### src/rtl/mem_port_arbiter.sv
// Round-robin arbiter that shares one single-ported memory bus between an
// instruction-fetch port (0) and a data load/store port (1), with access timeout.
module mem_port_arbiter #(
    parameter int width   = 32,
    parameter int TIMEOUT = 16,
    parameter int CNT_W   = 5
) (
    input  logic             clk,
    input  logic             reset_n,
    input  logic             req0,
    input  logic [width-1:0] addr0,
    input  logic             req1,
    input  logic [width-1:0] addr1,
    input  logic             we1,
    input  logic [width-1:0] wdata1,
    input  logic             mem_ack,
    input  logic [width-1:0] mem_rdata,
    output logic             sel,
    output logic             mem_req,
    output logic [width-1:0] mem_addr,
    output logic             mem_we,
    output logic [width-1:0] mem_wdata,
    output logic             gnt0,
    output logic             gnt1,
    output logic             done0,
    output logic             done1,
    output logic             err0,
    output logic             err1,
    output logic [width-1:0] rdata
);

    typedef enum logic [0:0] {
        IDLE = 1'b0,
        BUSY = 1'b1
    } state_e;

    localparam logic [CNT_W-1:0] CNT_LAST = CNT_W'(TIMEOUT - 1);
    localparam logic [CNT_W-1:0] CNT_ONE  = CNT_W'(1);

    state_e             state_q, state_d;
    logic               last_q, last_d;
    logic [CNT_W-1:0]   cnt_q, cnt_d;
    logic               sel_q, sel_d;
    logic               mem_req_q, mem_req_d;
    logic [width-1:0]   mem_addr_q, mem_addr_d;
    logic               mem_we_q, mem_we_d;
    logic [width-1:0]   mem_wdata_q, mem_wdata_d;
    logic               gnt0_q, gnt0_d, gnt1_q, gnt1_d;
    logic               done0_q, done0_d, done1_q, done1_d;
    logic               err0_q, err0_d, err1_q, err1_d;
    logic [width-1:0]   rdata_q, rdata_d;
    logic               win_s;

    // State and output registers; reset abandons any access in flight.
    always_ff @(posedge clk or negedge reset_n) begin
        if (!reset_n) begin
            state_q     <= IDLE;
            last_q      <= 1'b1;
            cnt_q       <= '0;
            sel_q       <= 1'b0;
            mem_req_q   <= 1'b0;
            mem_addr_q  <= '0;
            mem_we_q    <= 1'b0;
            mem_wdata_q <= '0;
            gnt0_q      <= 1'b0;
            gnt1_q      <= 1'b0;
            done0_q     <= 1'b0;
            done1_q     <= 1'b0;
            err0_q      <= 1'b0;
            err1_q      <= 1'b0;
            rdata_q     <= '0;
        end else begin
            state_q     <= state_d;
            last_q      <= last_d;
            cnt_q       <= cnt_d;
            sel_q       <= sel_d;
            mem_req_q   <= mem_req_d;
            mem_addr_q  <= mem_addr_d;
            mem_we_q    <= mem_we_d;
            mem_wdata_q <= mem_wdata_d;
            gnt0_q      <= gnt0_d;
            gnt1_q      <= gnt1_d;
            done0_q     <= done0_d;
            done1_q     <= done1_d;
            err0_q      <= err0_d;
            err1_q      <= err1_d;
            rdata_q     <= rdata_d;
        end
    end

    // Next-state logic: grant in IDLE, wait for ack or timeout in BUSY.
    always_comb begin
        state_d     = state_q;
        last_d      = last_q;
        cnt_d       = cnt_q;
        sel_d       = sel_q;
        mem_req_d   = mem_req_q;
        mem_addr_d  = mem_addr_q;
        mem_we_d    = mem_we_q;
        mem_wdata_d = mem_wdata_q;
        gnt0_d      = gnt0_q;
        gnt1_d      = gnt1_q;
        done0_d     = 1'b0;
        done1_d     = 1'b0;
        err0_d      = 1'b0;
        err1_d      = 1'b0;
        rdata_d     = rdata_q;
        win_s       = 1'b0;

        case (state_q)
            IDLE: begin
                if (req0 || req1) begin
                    // Port 1 wins when alone, or on a tie when port 0 went last.
                    win_s      = req1 & (~req0 | ~last_q);
                    state_d    = BUSY;
                    sel_d      = win_s;
                    mem_req_d  = 1'b1;
                    gnt0_d     = ~win_s;
                    gnt1_d     = win_s;
                    cnt_d      = '0;
                    mem_addr_d = win_s ? addr1 : addr0;
                    mem_we_d   = win_s & we1;
                    if (win_s) begin
                        mem_wdata_d = wdata1;
                    end else begin
                        mem_wdata_d = mem_wdata_q;
                    end
                end else begin
                    state_d = IDLE;
                end
            end
            BUSY: begin
                if (mem_ack) begin
                    rdata_d   = mem_rdata;
                    done0_d   = ~sel_q;
                    done1_d   = sel_q;
                    mem_req_d = 1'b0;
                    gnt0_d    = 1'b0;
                    gnt1_d    = 1'b0;
                    last_d    = sel_q;
                    state_d   = IDLE;
                end else if (cnt_q == CNT_LAST) begin
                    err0_d    = ~sel_q;
                    err1_d    = sel_q;
                    mem_req_d = 1'b0;
                    gnt0_d    = 1'b0;
                    gnt1_d    = 1'b0;
                    last_d    = sel_q;
                    state_d   = IDLE;
                end else begin
                    cnt_d = cnt_q + CNT_ONE;
                end
            end
            default: begin
                state_d   = IDLE;
                mem_req_d = 1'b0;
                gnt0_d    = 1'b0;
                gnt1_d    = 1'b0;
            end
        endcase
    end

    assign sel       = sel_q;
    assign mem_req   = mem_req_q;
    assign mem_addr  = mem_addr_q;
    assign mem_we    = mem_we_q;
    assign mem_wdata = mem_wdata_q;
    assign gnt0      = gnt0_q;
    assign gnt1      = gnt1_q;
    assign done0     = done0_q;
    assign done1     = done1_q;
    assign err0      = err0_q;
    assign err1      = err1_q;
    assign rdata     = rdata_q;

endmodule
### config.mk
export PLATFORM = sky130hd
export DESIGN_NAME = mem_port_arbiter
export DESIGN_NICKNAME = d
export VERILOG_FILES = /design/src/rtl/mem_port_arbiter.sv
export SDC_FILE = /design/constraint.sdc
export NUM_CORES = 1
export LEC_CHECK = 0
export BUFFER_PORTS_ARGS = -buffer_cell sky130_fd_sc_hd__buf_4
export CAP_MARGIN = 5
export CORE_AREA = 4 4 102 104
export DETAILED_ROUTE_END_ITERATION = 6
export DIE_AREA = 0 0 106 108
export GPL_TIMING_DRIVEN = 0
export PLACE_DENSITY = 0.83
export SLEW_MARGIN = 5
export SYNTH_ARGS = -nofsm -noshare
export SYNTH_HDL_FRONTEND = slang
export SYNTH_SLANG_ARGS = --single-unit
### constraint.sdc
create_clock -name clk -period 4.5 [get_ports clk]
set_input_delay 0.675 -clock clk [delete_from_list [all_inputs] [get_ports clk]]
set_output_delay 0.675 -clock clk [all_outputs]
set_load 0.01 [all_outputs]
[Word level (Yosys, flattened, before mapping)]
Cells that the tools add are included.
Storage, ports and cells
  register bits after elaboration: 112
  bits of input ports: 134
Operators by class
  $add $sub $neg: 1
  equality and inequality tests: 5
  multiplexer cells: 29
  bitwise operators: 8
  reductions and logical operators: 8
Operators with widths (number)
  $mux 32: 1
  $mux 1: 20
  $mux 5: 3
  $pmux 5 s2: 1
  $pmux 1 s2: 4
  $reduce_and 2->1: 4
  $ne 2x2->1 const B: 3
  $reduce_and 3->1: 2
  $add 5x1->5 const B: 1
  $eq 5x4->1 const B: 1
  $not 1->1: 5
  $ne 3x2->1 const B: 1
  $and 1x1->1: 2
  $reduce_bool 2->1: 1
  $logic_or 1x1->1: 1
  $or 1x1->1: 1

[Depth between registers and ports, before layout]
  depth in word-level cells: 6
  depth in mapped cells: 7
  depth with buffers taken out: 6

[Least setup slack after synthesis]
Ideal clock, no wire load.
  path kind: reg2reg
  start point: register cnt_q[0]
  end point: register cnt_q[3]
  library setup time: 0.065 ns
  arrival: 1.829 ns
  data required time: 4.435 ns
  setup slack: 2.606 ns
  stages on the path, launching flop included: 7
  path buffers: 0
  period minus slack after synthesis: 1.894 ns
  cell sequence: dfrtp_1 -> ha_1 -> and3_1 -> ha_1 -> or4b_2 -> mux2i_1 -> a211o_1
On the way
  cells in the longest elaborated chain, start to end: 4
  elaborated cells on any way between the ends: 7
RTL lines
  start: declaration: line 42  | logic [CNT_W-1:0] cnt_q, cnt_d;
  start signal: assignment: line 75  | cnt_q <= cnt_d;
  $add 5x1->5: line 151  | cnt_d = cnt_q + CNT_ONE;
  $mux 5: line 142  | end else if (cnt_q == CNT_LAST) begin
  $mux 5: line 133  | if (mem_ack) begin
  $pmux 5 s2: line 110  | case (state_q)
Parallel ways exist; a longest one is shown, timed or not. The select of a mux whose other input is x is not followed.
A chain may end at the register's enable or synchronous reset.

[Worst setup path in the final report]
Same ends and word-level chain as after synthesis.

==> metrics.md <==
| Metric | Value |
|---|---|
| CP max FO | `7` |
| Fin. Hold Viols | `0` |
| Initial antenna violation count | `0` |
| Most frequent cell after synthesis | `dfrtp_1` |
| Crit path launch type | `flop` |
| Worst slew margin | `68.8%` |
| Vias in the first global route | `3729` |
| Total negative setup slack | `0 ns` |
| Routability Congestion | `0.762` |
| Antenna Nets Post-Route | `0` |
| Primary FF master, synth | `dfrtp_1` |
| Final Cycle Share | `45.5%` |
| RSZ-0062 raised after global routing | `false` |
| Placed instance count | `680` |
| Maximum vdd ir drop | `0.000293 V` |
| Syn_area_per_cell | `14.4 sq um` |
| Fin util | `69.4%` |
| Via count | `3498` |
| I/O pin total | `239` |
| Post-Layout Inst Area | `6630 sq um` |
| Critical Path RT | `4.81 ns` |
| Post-DP HPWL | `9320 microns` |
| Drt pass-1 iters | `4` |
| DR iter-0 viols | `82` |
| Status | `finished, final reports clean` |
| Worst skew pair latency | `0.37 ns` |
| CTS max path bufs | `2` |
| Max-cap violations | `0` |
| CP Class | `flop to flop` |
| Synth top area cells | `dfrtp_1, mux2_2, a221o_1, and2_1, mux2_1` |
| WP data arrival | `2.36 ns` |
| Netlist Area Pre-Place | `4460 sq um` |
| Root Buffer | `clkbuf_8` |
| Syn Inst Count | `309` |
| Final Non-Filler Cells | `697` |
| Initial Util | `46.7%` |
| Clock sinks | `112` |
| Drt total wl | `11800 microns` |
| Hold Path Class | `input port to asynchronous set/reset pin` |
| CTS H-tree depth | `3` |
| Number of flops mapped to enable cells by yosys | `0` |
| Core area | `9550 sq um` |
| # DRC | `0` |
| Nets | `695` |
| Drt via density | `5.02` |
| Die span in y | `108 microns` |
| Min Tclk post-route | `2.05 ns` |
| CTS Hold Buffers Added | `0` |
| Ys async rst share | `100%` |
| Largest net degree at the start of global routing | `113` |
| Synth unique cells | `37` |
| Leakage | `3.28 nW` |
| Tot GR Track Use | `20.5%` |
| Final max-slew violation count | `0` |
| # rows | `36` |
| Ant diodes | `0` |
| Crit end category | `flop` |
| First-pass GRT wire length | `18500 microns` |
| Die Area | `11400 sq um` |
| Area growth syn-to-layout | `48.5%` |
| Share of layout cells above drive strength 1 | `59.6%` |
| Final Setup Violations | `0` |
| Clock skew | `0.00659 ns` |
| Syn_nets | `445` |
| Synthesis-stage register bit count | `112` |
| Post-CTS Setup Bufs | `0` |
| TritonCTS clock tree | `built` |
| Grt ovf | `0` |
| Leading area contributor after synthesis | `dfrtp_1` |
| Worst-path clk slew | `0.11 ns` |
| Slew at the pin with the worst max-slew slack | `0.467 ns` |
| Ys Warns | `0` |
| Post-DP Area | `6420 sq um` |
| WL per Instance | `17.0 microns` |
| Pwr dens | `571 nW/um^2` |
| Total CTS buffers | `9` |
| Die W | `106 microns` |
| Highest clock rate | `488 MHz` |
| Fill cells | `699` |
| Input/output buffers | `238` |
| Synth top cells by count | `dfrtp_1, mux2_2, a221o_1, and2_1, buf_2` |
| CTS resizes | `0` |
| Share of the synthesized area in the top cell type | `62.2%` |
| Seq/Total Area, Yosys | `62.8%` |
==> registers in the layout, summed over array words and instances (netlist names) <==
name	flops
mem_req	1
gnt0	1
mem_addr	32
done0	1
mem_we	1
state_q	1
sel	1
last_q	1
cnt_q	5
gnt1	1
done1	1
rdata	32
mem_wdata	32
err1	1
err0	1
==> cells in the final DEF (no fill, tap or decap), types with 2 or more instances in the layout <==
master      Yosys  routed
buf_4           0     237
dfrtp_1       111     111
mux2_2         59      59
and2_1         32      32
a221o_1        32      32
buf_2          13      13
clkbuf_8        0       9
nand2_1         7       7
clkbuf_1        6       6
mux2_1          6       6
nor2_1          4       4
and3_1          3       3
nand3_1         3       3
a21oi_1         3       3
inv_1           2       2
buf_6           1       2
o21ai_0         2       2
nor3_1          2       2
a22o_1          2       2
ha_1            2       2
clkinv_4        0       2
inv_6           0       2
clkinvlp_4      0       2
==> metal layers <==
layer	track usage (%)	vias up	wire, microns
met5	0	-	0
met4	9.07	0	340
met3	3.58	23	788
met2	36.2	156	6260
met1	24.7	1695	4460
li1	-	1624	-
==> power by group <==
group / switching [W] / total (W) / internal (W)
combinational: 0.000665 / 0.00159 / 0.000926
clock: 0.000346 / 0.000552 / 0.000206
sequential: 0.000230 / 0.00164 / 0.00141
==> cell families after synthesis <==
group / Yosys count / share of synthesized area, %
adders and majority gates: 2 / 0.561
buffers and inverters: 23 / 2.47
muxes: 66 / 16.6
and+or+nand+nor: 58 / 7.60
AOI/OAI and AO/OA: 47 / 9.73
xor gates and xnor gates: 1 / 0.196
DFF: 112 / 62.8
==> path summary, 6_finish.rpt <==
kind / end / cells past startpoint / start / slack [ns]
min reg2reg: mem_wdata[16]$_DFFE_PN0P_ / 1 / mem_wdata[16]$_DFFE_PN0P_ / 0.50
min: rdata[19]$_DFFE_PN0P_ / 1 / reset_n / 0.22
max: cnt_q[3]$_DFFE_PN0P_ / 6 / cnt_q[0]$_DFFE_PN0P_ / 2.45
max reg2reg: cnt_q[3]$_DFFE_PN0P_ / 6 / cnt_q[0]$_DFFE_PN0P_ / 2.45
min in group clk: mem_wdata[16]$_DFFE_PN0P_ / 1 / mem_wdata[16]$_DFFE_PN0P_ / 0.50
max in group asynchronous: mem_addr[3]$_DFFE_PN0P_ / 2 / reset_n / 3.63
==> critical path: stages (launching register included) <==
cell and delay (ns):
dfrtp_1 0.42, ha_1 0.22, and3_1 0.18, ha_1 0.24, or4b_2 0.66, mux2i_1 0.15
a211o_1 0.12
==> final cells by class <==
cell class                 instances  area [sq um]  share of cell area (%)
clock inverter                     7          55.1                   0.831
tap                              133           166                    2.51
timing repair buffer             239          1820                    27.4
buffer                            20          98.8                    1.49
inverter                           3          11.3                   0.170
clock buffer                       9           124                    1.87
multi-input combinational        174          1550                    23.4
sequential                       112          2800                    42.3
==> stage by stage <==
stage / power (W) / hold WS, ns / setup WS [ns]
2_1_floorplan: 0.00236 / 0.379 / 2.61
3_3_place_gp: 0.00320 / 0.473 / 2.36
3_5_place_dp: 0.00327 / 0.477 / 2.35
4_1_cts: 0.00383 / 0.499 / 2.45
5_1_grt: 0.00401 / 0.249 / 2.37
6_report: 0.00378 / 0.223 / 2.45
Power figures use the tool's default switching activity.
